--- config.mk ---
export PLATFORM = sky130hd
export DESIGN_NAME = qam_symbol_scheduler
export DESIGN_NICKNAME = d
export VERILOG_FILES = /design/src/rtl/qam_symbol_scheduler.sv
export SDC_FILE = /design/constraint.sdc
export NUM_CORES = 1
export LEC_CHECK = 0
export ABC_AREA = 1
export BUFFER_PORTS_ARGS = -buffer_cell sky130_fd_sc_hd__buf_2
export CORE_ASPECT_RATIO = 1.2
export CORE_MARGIN = 2
export CORE_UTILIZATION = 29
export DETAILED_ROUTE_END_ITERATION = 6
export SETUP_SLACK_MARGIN = 0.3
export SLEW_MARGIN = 20
export SYNTH_ARGS = -nofsm -noshare
export SYNTH_HDL_FRONTEND = slang
export SYNTH_SLANG_ARGS = --single-unit
--- constraint.sdc ---
create_clock -name clk -period 1.55 [get_ports clk]
set_input_delay 0.0775 -clock clk [delete_from_list [all_inputs] [get_ports clk]]
set_output_delay 0.0775 -clock clk [all_outputs]
set_load 0.005 [all_outputs]
--- src/rtl/qam_symbol_scheduler.sv ---
// QAM symbol scheduler: slices accepted data words into 1/2/4-bit
// symbols, LSB first, for the qam_2 / qam_4 / qam_16 mapper bank.
module qam_symbol_scheduler #(
  parameter int DATA_W = 32,
  parameter int SYM_W  = 4
) (
  input  logic              clk,
  input  logic              rst,
  input  logic [DATA_W-1:0] s_data,
  input  logic              s_valid,
  output logic              s_ready,
  input  logic [2:0]        qam,
  output logic [SYM_W-1:0]  m_sym,
  output logic [1:0]        m_mode,
  output logic              m_valid,
  input  logic              m_ready,
  output logic              m_last,
  output logic              error
);

  localparam int CNT_W = $clog2(DATA_W) + 1;

  typedef enum logic {
    IDLE,
    SHIFT
  } state_t;

  state_t              state_q, state_d;
  logic [DATA_W-1:0]   shreg_q, shreg_d;
  logic [CNT_W-1:0]    sym_left_q, sym_left_d;
  logic [1:0]          mode_q, mode_d;
  logic [SYM_W-1:0]    m_sym_q, m_sym_d;
  logic                m_last_q, m_last_d;
  logic                m_valid_q, m_valid_d;
  logic                error_q, error_d;

  logic                accept;
  logic                last_sym;
  logic                legal;
  logic [1:0]          new_mode;
  logic [CNT_W-1:0]    new_cnt;
  logic [DATA_W-1:0]   shifted;

  // Low bits of the word for one symbol, zero-extended to SYM_W.
  function automatic logic [SYM_W-1:0] slice(
    input logic [3:0] w,
    input logic [1:0] md
  );
    logic [SYM_W-1:0] r;
    r = '0;
    case (md)
      2'd0:    r[0]   = w[0];
      2'd1:    r[1:0] = w[1:0];
      default: r[3:0] = w;
    endcase
    return r;
  endfunction

  assign last_sym = (sym_left_q == CNT_W'(1));

  // A new word fits when idle, or when the last symbol leaves now.
  assign s_ready = (state_q == IDLE) ||
                   ((state_q == SHIFT) && m_valid_q &&
                    m_ready && last_sym);

  assign accept = s_valid && s_ready;

  // Decode requested mode into mapper select and symbol count.
  always_comb begin
    legal    = 1'b1;
    new_mode = 2'd0;
    new_cnt  = CNT_W'(DATA_W);
    case (qam)
      3'd0: begin
        new_mode = 2'd0;
        new_cnt  = CNT_W'(DATA_W);
      end
      3'd1: begin
        new_mode = 2'd1;
        new_cnt  = CNT_W'(DATA_W / 2);
      end
      3'd2: begin
        new_mode = 2'd2;
        new_cnt  = CNT_W'(DATA_W / 4);
      end
      default: legal = 1'b0;
    endcase
  end

  // Shift register advanced by the latched bits-per-symbol.
  always_comb begin
    shifted = shreg_q;
    case (mode_q)
      2'd0:    shifted = shreg_q >> 1;
      2'd1:    shifted = shreg_q >> 2;
      default: shifted = shreg_q >> 4;
    endcase
  end

  // Next-state: consume the current symbol, then maybe load a word.
  always_comb begin
    state_d    = state_q;
    shreg_d    = shreg_q;
    sym_left_d = sym_left_q;
    mode_d     = mode_q;
    m_sym_d    = m_sym_q;
    m_last_d   = m_last_q;
    m_valid_d  = m_valid_q;
    error_d    = error_q;

    if ((state_q == SHIFT) && m_ready) begin
      shreg_d    = shifted;
      sym_left_d = sym_left_q - CNT_W'(1);
      m_sym_d    = slice(shifted[3:0], mode_q);
      m_last_d   = (sym_left_q == CNT_W'(2));
      if (last_sym) begin
        state_d   = IDLE;
        m_valid_d = 1'b0;
        m_last_d  = 1'b0;
        m_sym_d   = '0;
      end
    end

    if (accept) begin
      if (legal) begin
        state_d    = SHIFT;
        shreg_d    = s_data;
        mode_d     = new_mode;
        sym_left_d = new_cnt;
        m_sym_d    = slice(s_data[3:0], new_mode);
        m_last_d   = (new_cnt == CNT_W'(1));
        m_valid_d  = 1'b1;
      end else begin
        error_d = 1'b1;
      end
    end
  end

  // State and registered outputs; async reset drops any partial word.
  always_ff @(posedge clk or negedge rst) begin
    if (!rst) begin
      state_q    <= IDLE;
      shreg_q    <= '0;
      sym_left_q <= '0;
      mode_q     <= 2'd0;
      m_sym_q    <= '0;
      m_last_q   <= 1'b0;
      m_valid_q  <= 1'b0;
      error_q    <= 1'b0;
    end else begin
      state_q    <= state_d;
      shreg_q    <= shreg_d;
      sym_left_q <= sym_left_d;
      mode_q     <= mode_d;
      m_sym_q    <= m_sym_d;
      m_last_q   <= m_last_d;
      m_valid_q  <= m_valid_d;
      error_q    <= error_d;
    end
  end

  assign m_sym   = m_sym_q;
  assign m_mode  = mode_q;
  assign m_valid = m_valid_q;
  assign m_last  = m_last_q;
  assign error   = error_q;

endmodule

; After elaboration in Yosys (flattened, before gate mapping)
; Cells that the tools add are included.
[op_classes]
muxes = 30
magnitude_cmp = 0
reduce_logical = 14
bitwise_logic = 2
n_eq_ne = 7
addsub = 1
mul = 0
div = 0
shifts = 0
[ops]
columns = cell, count
row1 = 2-to-1 mux 32 bit, 3
row2 = case mux 31 bit (2 select lines), 1
row3 = 2-to-1 mux 6 bit, 3
row4 = 2-to-1 mux 4 bit, 4
row5 = 2-to-1 mux 1 bit, 15
row6 = equality test 6 x 1 -> 1 bit (second input constant), 2
row7 = case mux 6 bit (2 select lines), 1
row8 = equality test 6 x 2 -> 1 bit (second input constant), 1
row9 = subtractor 6 x 1 -> 6 bit (second input constant), 1
row10 = logical AND 1 bit, 5
row11 = equality test 2 x 1 -> 1 bit (second input constant), 2
row12 = zero test 2 bit, 2
row13 = 2-to-1 mux 2 bit, 2
row14 = case mux 2 bit (2 select lines), 1
row15 = AND reduction 2 bit, 2
row16 = OR reduction 2 bit, 2
row17 = equality test 3 x 1 -> 1 bit (second input constant), 1
row18 = equality test 3 x 2 -> 1 bit (second input constant), 1
row19 = zero test 3 bit, 1
row20 = OR reduction 3 bit, 1
row21 = inverter 1 bit, 2
row22 = logical OR 1 bit, 1
[totals]
latch_bits = 0
ramBits = 0
reg_bits = 48
output_inout_bits = 10
word_cells = 62
in_bits = 39
romBits = 0
mem_count = 0

; Logic depth before layout (Yosys ltp)
; Gate-level depths: netlist of run 1.
[logic_depth]
ltp_word = 7
mapped_depth = 9
mapped_depth_nobuf = 8

; Worst setup path before layout of run 1
; OpenSTA, ideal clock, no wires.
[synth_timing]
kind = register to register
from = register sym_left_q[1]
to = register m_sym_q[0] (netlist: m_sym[0])
path_slack_ns = 0.128
required_ns = 1.432
arrival_ns = 1.305
period_less_slack_ns = 1.422
path_stages_with_launch = 9
n_path_buf = 1
setup_ns = 0.118
cell_sequence = dfrtp_1 -> inv_1 -> ha_1 -> nand4_2 -> nand2_4 -> nand3_2 -> buf_2 -> nand2_1 -> nand2_1
[synth_via]
elab_chain_cells = 5
elab_cells_between_ends = 8
cone_classes = 1 x eq/ne / 4 x mux / 3 x reduce/logical
[synth_rtl]
columns = item, line
row1 = "start, declared", 30  ; logic [CNT_W-1:0] sym_left_q, sym_left_d;
row2 = "start signal, assigned", 153  ; sym_left_q <= sym_left_d;
row3 = equality test 6 x 1 -> 1 bit, 59  ; assign last_sym = (sym_left_q == CNT_W'(1));
row4 = logical AND 1 bit, 64  ; m_ready && last_sym);
row5 = logical OR 1 bit, 62  ; assign s_ready = (state_q == IDLE) ||
row6 = net s_ready, 11  ; output logic s_ready,
row7 = logical AND 1 bit, 66  ; assign accept = s_valid && s_ready;
row8 = 2-to-1 mux 4 bit, 124  ; if (accept) begin
row9 = net m_sym_d[0], 32  ; logic [SYM_W-1:0] m_sym_q, m_sym_d;
row10 = "end signal, assigned", 155  ; m_sym_q <= m_sym_d;
row11 = "end, declared", 32
; The timed path passes the listed nets, and every way through them passes these cells.
; A chain may end at the register's enable or synchronous reset.

; Final worst setup path of run 1
[layout_timing]
from = register sym_left_q[1]
to = register sym_left_q[1]
[layout_via]
elab_chain_cells = 5
elab_cells_between_ends = 8
cone_classes = 1 x add/sub / 1 x eq/ne / 3 x mux / 3 x reduce/logical
[layout_rtl]
columns = item, line
row1 = "parallel branches: the longest is 4 deep, another holds subtractor 6 x 1 -> 6 bit", --
row2 = 2-to-1 mux 6 bit (*), 124
row3 = net sym_left_d[1], 30
; Mark *: on every way through the listed nets, which the timed path passes.

==> summary.md, run 1 <==
| Metric | Value |
|---|---|
| Synthesis-stage register bit count | 47 |
| PortBufs | 48 |
| CP endpoint | sym_left_q[1] |
| RSZ-0062 raised after global routing | yes |
| Clk pwr share | 0.183 |
| Tmin final | 1.51 ns |
| PwrDens | 1770 nW/um^2 |
| Global route hottest layer | met2 |
| Slew Limit Fails | 0 |
| WS Path Type | reg2reg |
| CP arrival | 1.68 ns |
| WHS | -0.00435 ns |
| Status | finished, violations left |
| CP delay by family, top | buffers and inverters |
| Number of global-route vias before repair | between 2000 and 3000 |
| Area delta synth->final | 34.8% |
| Row Count | 39 |
| DP HPWL | between 5000 and 6000 um |
| DRC marker count from the first detailed-route iteration | 128 |
| Violated checks | negative hold slack |
| Met3 usage | 0.0218 |
| Final GP Congestion | about 0.83 |
| Max VDD drop | 0.000650 V |
| Post-synth EDFFs | 0 |
| Critical path required time | 1.72 ns |
| Post-DP Area | roughly 3400 um^2 |
| Grt met1 use | 0.218 |
| Via Count | 3040 |
| Setup crit start | sym_left_q[1] |
| Slack of the critical path | 0.0393 ns |
| Leakage | 0.00195 uW |
| Layout cells sized above 1 | 0.240 |
| Internal | 4010 uW |
| Remaining Overflow, GRT | 0 |
| Post-DR wirelength/cell | 13.3 um |
| Area occupied by multi-input gates | 1580 um^2 |
| CTS Root Cell | clkbuf_16 |
| Reg power frac | 0.348 |
| Worst r2r dst | sym_left_q[1] |
| Worst path max stage delay | 0.39 ns |
| Worst skew pair latency | 0.29 ns |
| Routed wire length | slightly above 8000 um |
| Main synth FF type | dfrtp_1 |
| Slew Limit Headroom | 0.712 |
| Die H | 114 um |
| Max Root-Sink Buffers | 2 |
| Synthesized Nets | 466 |
| Switching share of power | 0.420 |
| Synth Instances | about 420 |
| Yosys warns | 0 |
| Total GRT Usage | 0.160 |
| Max-Cap Viols | 0 |
| Via density per instance | 4.88 |
| Top Ports | 49 |
| Clock sink count | 47 |
| Starting Density | 0.301 |
| CTS Buf Count | 5 |
| CTS tree | yes |
| DIE WIDTH | 95.3 um |
| CTS HTree Levels | 2 |
| Initial antenna violation count | 0 |
| Crit path max fanout | 6 |
| Worst reg2reg path depth | 10 |
| Psw | between 2000 and 3000 uW |
| Setup TNS Final | 0 ns |
| Ant. Diodes | 0 |
| Fill cells | 1003 |
| First-pass GRT wire length | approximately 14000 um |
| CTS clk-pin slew, worst paths | 0.07 ns |
| Count of final setup violators | 0 |
| Nets | between 500 and 600 |
| Critical Path Sink Type | register |
| GRT met2 Usage | 0.271 |
| Register area | 1180 um^2 |
| Post-synthesis cell area | slightly below 3000 um^2 |
| Largest net degree at the start of global routing | 34 |
| Comb pwr share | 0.469 |
| Die area | 10800 um^2 |
| Core Region | 9610 um^2 |
| Worst hold path type | in2reg |
| Final Instance Area | about 3900 um^2 |
| R2r setup slk | 0.04 ns |
| Synth unique cells | 27 |
| Worst-Margin Slew | 0.433 ns |
| Part of the cycle the worst path needs | 0.975 |
| Peak Freq | about 660 MHz |
| Sequential cell area fraction in the yosys report | 0.406 |
| Cell count along the critical path | 10 |
| Worst setup SP type | register |
| Worst slack, placed | 0.0716 ns |
| # DRC | 0 |
| CP Cell Sequence | inv_2, ha_4, nand4_4, nand2_4, buf_6, nand2_4, nor2_4, buf_6, clkbuf_16, nor2_2 |
| Slowest CP cell | dfrtp_1 |
| WP buf/inv | 4 |
| Hold Violations, Final | 3 |
| Final ANT Viol Nets | 0 |
| R2R Path Start | sym_left_q[1] |
| Final Skew | 0.00759 ns |
| Avg Cell Area, Syn | 6.83 um^2 |
| Post-synthesis async set-or-reset flop share | 1.00 |
| Drt pass-1 iters | 4 |
## state kept, by name, summed over array words and instances, names as in the netlist
name        cells
m_last          1
shreg_q        31
state_q         1
m_sym           4
sym_left_q      6
m_valid         1
error           1
m_mode          2
## stage by stage
step / hold slack [ns] / instances / utilization / power (uW)
5_1_grt: 0.0102 / 623 / 0.406 / 7510
6_report: -0.00435 / 623 / 0.406 / 6900
3_5_place_dp: 0.0415 / 590 / 0.351 / 5280
2_1_floorplan: -0.218 / 424 / - / 4380
4_1_cts: 0.000581 / 620 / 0.396 / 6810
3_3_place_gp: 0.0449 / 590 / 0.351 / 5210
## layout by cell type, fill, tap and decap left out, drive strengths merged
cell type / n
a21boi: 2
a21oi: 27
a31oi: 24
buf: 77
bufinv: 1
clkbuf: 7
clkinv: 1
dfrtp: 47
dlygate4sd3: 13
ha: 3
inv: 26
nand2: 188
nand3: 15
nand4: 12
nor2: 42
nor3: 1
o2111ai: 1
o211ai: 1
o21ai: 5
o21bai: 1
o22ai: 3
xor2: 3
## timing repair
action                                  4_1_cts  5_1_grt
pin swaps                                     3        1
setup buffers                                 8        2
endpoints found under the hold margin        29        0
hold buffers                                 13        0
gates cloned                                  1        1
endpoints found under the setup margin       47       47
resized for setup                            13       21
## how the worst min path moves through the flow
| stage | startpoint | endpoint | cells after the start |
|---|---|---|---|
| floorplan | rst | error | 0 |
| global placement | rst | shreg_q[8] | 1 |
| detailed placement | rst | shreg_q[9] | 1 |
| CTS | s_data[15] | shreg_q[15] | 3 |
| global route | s_data[4] | shreg_q[4] | 3 |
| finish | s_data[20] | shreg_q[20] | 3 |
## power by group through the flow
stage | combinational [uW] | sequential, uW | clock (uW)
6_report | 3230 | 2400 | 1260
5_1_grt | 3690 | 2480 | 1350
4_1_cts | 3130 | 2390 | 1290
3_5_place_dp | 2910 | 2370 | 0
3_3_place_gp | 2830 | 2380 | 0
2_1_floorplan | 2160 | 2220 | 0
## layer usage
metal	vias up	wire (um)
met4	0	52
li1	1522	-
met1	1439	3700
met5	-	0
met3	4	401
met2	75	4160
## synthesized netlist by cell type, types with 5 or more instances
| cell type | n | area share |
|---|---|---|
| clkbuf_1 | 5 | 0.0065 |
| inv_1 | 24 | 0.031 |
| buf_4 | 7 | 0.018 |
| a31oi_1 | 24 | 0.052 |
| nor2_1 | 40 | 0.052 |
| buf_2 | 11 | 0.019 |
| o21ai_0 | 5 | 0.0086 |
| nand4_1 | 11 | 0.024 |
| a21oi_1 | 26 | 0.045 |
| nand3_1 | 14 | 0.024 |
| dfrtp_1 | 47 | 0.41 |
| nand2_1 | 185 | 0.24 |
## cells by family (layout without fill, tap and decap cells)
| kind of cell | Yosys count | in the layout | synth area share |
|---|---|---|---|
| AOI/OAI and AO/OA | 64 | 64 | 0.128 |
| xor gates and xnor gates | 3 | 3 | 0.00907 |
| adders and majority gates | 3 | 3 | 0.0130 |
| buffers and inverters | 49 | 125 | 0.0773 |
| DFF | 47 | 47 | 0.406 |
| and+or+nand+nor | 258 | 258 | 0.367 |
## area by class of cell
type / instances / share of cell area
Multi-Input combinational cell: 328 / 0.405
Sequential cell: 47 / 0.302
Timing Repair Buffer: 91 / 0.185
Tap cell: 123 / 0.0394
Clock buffer: 6 / 0.0356
Inverter: 26 / 0.0250
Clock inverter: 2 / 0.00897
## worst reg2reg max path, cell delays in order, from the launching register on
cell and delay [ns]:
dfrtp_1 0.39, inv_2 0.09, ha_4 0.16, nand4_4 0.09, nand2_4 0.09, buf_6 0.10, nand2_4 0.05, nor2_4 0.14
buf_6 0.13, clkbuf_16 0.14, nor2_2 0.04
Note: power is estimated with default switching activity, not from simulation.
==> run 2: changes to the inputs <==
- REMOVE_ABC_BUFFERS: unset -> 1
==> run 2 against run 1 <==
Effect of this change: the flow now finishes without violations; clock power is 16% lower; maximum frequency is 3.5% higher; largest cell class unchanged; via count fell by 1.5%; final area is essentially flat; register-to-register slack better by 0.05 ns; die area unchanged; critical path type unchanged; sequential power about the same; clock skew decreased by 0.0017 ns.
==> summary.md, run 2 (synthesis results as in run 1) <==
| Metric | Value |
|---|---|
| Worst skew pair latency | 0.28 ns (about the same) |
| Setup TNS Final | 0 ns (unchanged) |
| WHS | 0.00338 ns (+0.00773 ns) |
| RSZ-0062 raised after global routing | yes |
| Largest net degree at the start of global routing | 44 (+29%) |
| Max VDD drop | 0.000799 V (+23%) |
| PortBufs | 48 (unchanged) |
| Area delta synth->final | 34.7% (about the same) |
| Max Root-Sink Buffers | 2 (unchanged) |
| Internal | 3820 uW (-4.6%) |
| Drt pass-1 iters | 5 (+1) |
| CP delay by family, top | simple AND/OR/NAND/NOR gates |
| Switching share of power | 0.427 (+0.00735) |
| Post-DR wirelength/cell | 13.1 um (-2.2%) |
| Reg power frac | 0.361 (+0.013) |
| Layout cells sized above 1 | 0.206 (-0.0345) |
| Initial antenna violation count | 0 (unchanged) |
| Most frequent cells in the layout | 179 x nand2_1, 47 x buf_2, 46 x dfrtp_1 |
| Largest Register | shreg_q |
| Number of cells on the worst hold path | 3 (unchanged) |
| Area occupied by multi-input gates | 1560 um^2 (-1.4%) |
| CTS clk-pin slew, worst paths | 0.06 ns (about the same) |
| Remaining Overflow, GRT | 0 (unchanged) |
| Critical path required time | 1.78 ns (+0.06 ns) |
| Top Ports | 49 (unchanged) |
| Part of the cycle the worst path needs | 0.942 (-0.0325) |
| Number of global-route vias before repair | 2919 (+0.59%) |
| Row Count | 39 (unchanged) |
| WP buf/inv | 2 (-2) |
| Clock sink count | 47 (unchanged) |
| Max-Cap Viols | 0 (unchanged) |
| Fill cells | 981 (-2.2%) |
| CTS tree | yes |
| Routed wire length | 8220 um (-1.2%) |
| R2r setup slk | 0.09 ns (+0.05 ns) |
| Final Skew | 0.00589 ns (-0.00170 ns) |
| Clk pwr share | 0.159 (-0.024) |
| Psw | 2850 uW (-1.7%) |
| DP HPWL | 5310 um (-7.9%) |
| Die H | 114 um (unchanged) |
| Starting Density | 0.301 (unchanged) |
| Util after Layout | 0.406 (about the same) |
| Register area | 1180 um^2 (unchanged) |
| DIE WIDTH | 95.3 um (unchanged) |
| CP endpoint | m_sym[1] |
| Worst path max stage delay | 0.39 ns (about the same) |
| HP Start | s_data[7] |
| Worst reg2reg path depth | 9 (-1) |
| Tmin final | 1.46 ns (-0.0504 ns) |
| Peak Freq | 685 MHz (+3.5%) |
| Total GRT Usage | 0.157 (-0.00271) |
| Final ANT Viol Nets | 0 (unchanged) |
| DRC marker count from the first detailed-route iteration | 186 (+45%) |
| Slew Limit Fails | 0 (unchanged) |
| CTS HTree Levels | 2 (unchanged) |
| Worst hold path type | in2reg |
| Die area | 10800 um^2 (unchanged) |
| Critical Path Sink Type | register |
| Slowest CP cell | dfrtp_1 |
| Comb pwr share | 0.480 (+0.011) |
| Worst slack, placed | 0.0355 ns (-0.0362 ns) |
| Cell count along the critical path | 9 (-1) |
| Slew Limit Headroom | 0.623 (-0.0885) |
| CTS Root Cell | clkbuf_16 |
| Max reg flops | 31 (unchanged) |
| Leakage | 0.00195 uW (about the same) |
| R2R Path Start | sym_left_q[1] |
| CP Cell Sequence | inv_2, ha_4, nand4_4, nand2_4, nand2_4, nor2_4, clkbuf_16, nand2_1, nand2_1 |
| Setup crit start | sym_left_q[1] |
| Count of final setup violators | 0 (unchanged) |
| Ant. Diodes | 0 (unchanged) |
| Final GP Congestion | 0.868 (+4.5%) |
| Worst setup SP type | register |
| First-pass GRT wire length | 13700 um (-1.7%) |
| Core Region | 9610 um^2 (unchanged) |
| Worst-Margin Slew | 0.565 ns (+0.133 ns) |
| Tot Pwr | 6670 uW (-3.4%) |
| Status | finished, final reports clean |
| Via Count | 2993 (-1.5%) |
| # DRC | 0 (unchanged) |
| CP arrival | 1.69 ns (about the same) |
| Crit path max fanout | 16 (+10) |
| WS Path Type | reg2reg |
| Via density per instance | 4.76 (-2.5%) |
| Most common cell after layout, fill and taps aside | nand2_1 |
| Worst r2r dst | m_sym[1] |
| Hold Violations, Final | 0 (-3) |
| Slack of the critical path | 0.0897 ns (+0.0504 ns) |
| CTS Buf Count | 5 (unchanged) |
| Nets | 547 (+1.1%) |
| PwrDens | 1710 nW/um^2 (-3.3%) |
run 2: what timing repair did:
action / CTS / global route
resized for setup: 11 / 14
setup buffers: 8 / 0
setup endpoints to repair: 48 / 48
hold buffers: 24 / 0
hold endpoints to repair: 45 / 0
cloned: 0 / 1
pin swaps: 2 / 2
run 2: worst min path at each step:
stage	end	slack (ns)
global placement	shreg_q[10]	0.1
finish	shreg_q[7]	0.003
global route	shreg_q[7]	0.02
floorplan	error	-0.22
detailed placement	shreg_q[10]	0.10
CTS	shreg_q[7]	0.004
run 2: through the flow:
step,instances,area (um^2)
2_1_floorplan,401,2770
3_3_place_gp,588,3350
3_5_place_dp,588,3350
4_1_cts,628,3830
5_1_grt,629,3900
6_report,629,3900
run 2: worst reg2reg max path: cells and delay by family, from the launching register on:
kind | cells | cell delay (ns)
adders and majority gates | 1 | 0.15
buffers and inverters | 2 | 0.30
DFF | 1 | 0.39
and+or+nand+nor | 6 | 0.56
run 2: cell type report:
| cell class | instances | area share |
|---|---|---|
| repair buffers | 97 | 0.198 |
| inverters | 26 | 0.0250 |
| multi-input cells | 328 | 0.399 |
| clock buffers | 6 | 0.0330 |
| flip-flops and latches | 47 | 0.302 |
| clock inverters | 2 | 0.00321 |
| well taps | 123 | 0.0394 |
run 2: layer usage:
| metal | wire length, um | track usage | vias to the layer above |
|---|---|---|---|
| met5 | 0 | 0 | - |
| met4 | 49 | 0.0348 | 0 |
| met3 | 406 | 0.0330 | 4 |
| met2 | 4040 | 0.262 | 77 |
| met1 | 3720 | 0.210 | 1374 |
| li1 | - | - | 1538 |
run 2: power groups by stage:
stage	clock network, uW	logic (uW)	registers [uW]
final	1060	3200	2410
after global routing	1120	3690	2480
after CTS	1090	3120	2380
after detailed placement	0	2860	2360
after global placement	0	2800	2370
after floorplan	0	1940	2280
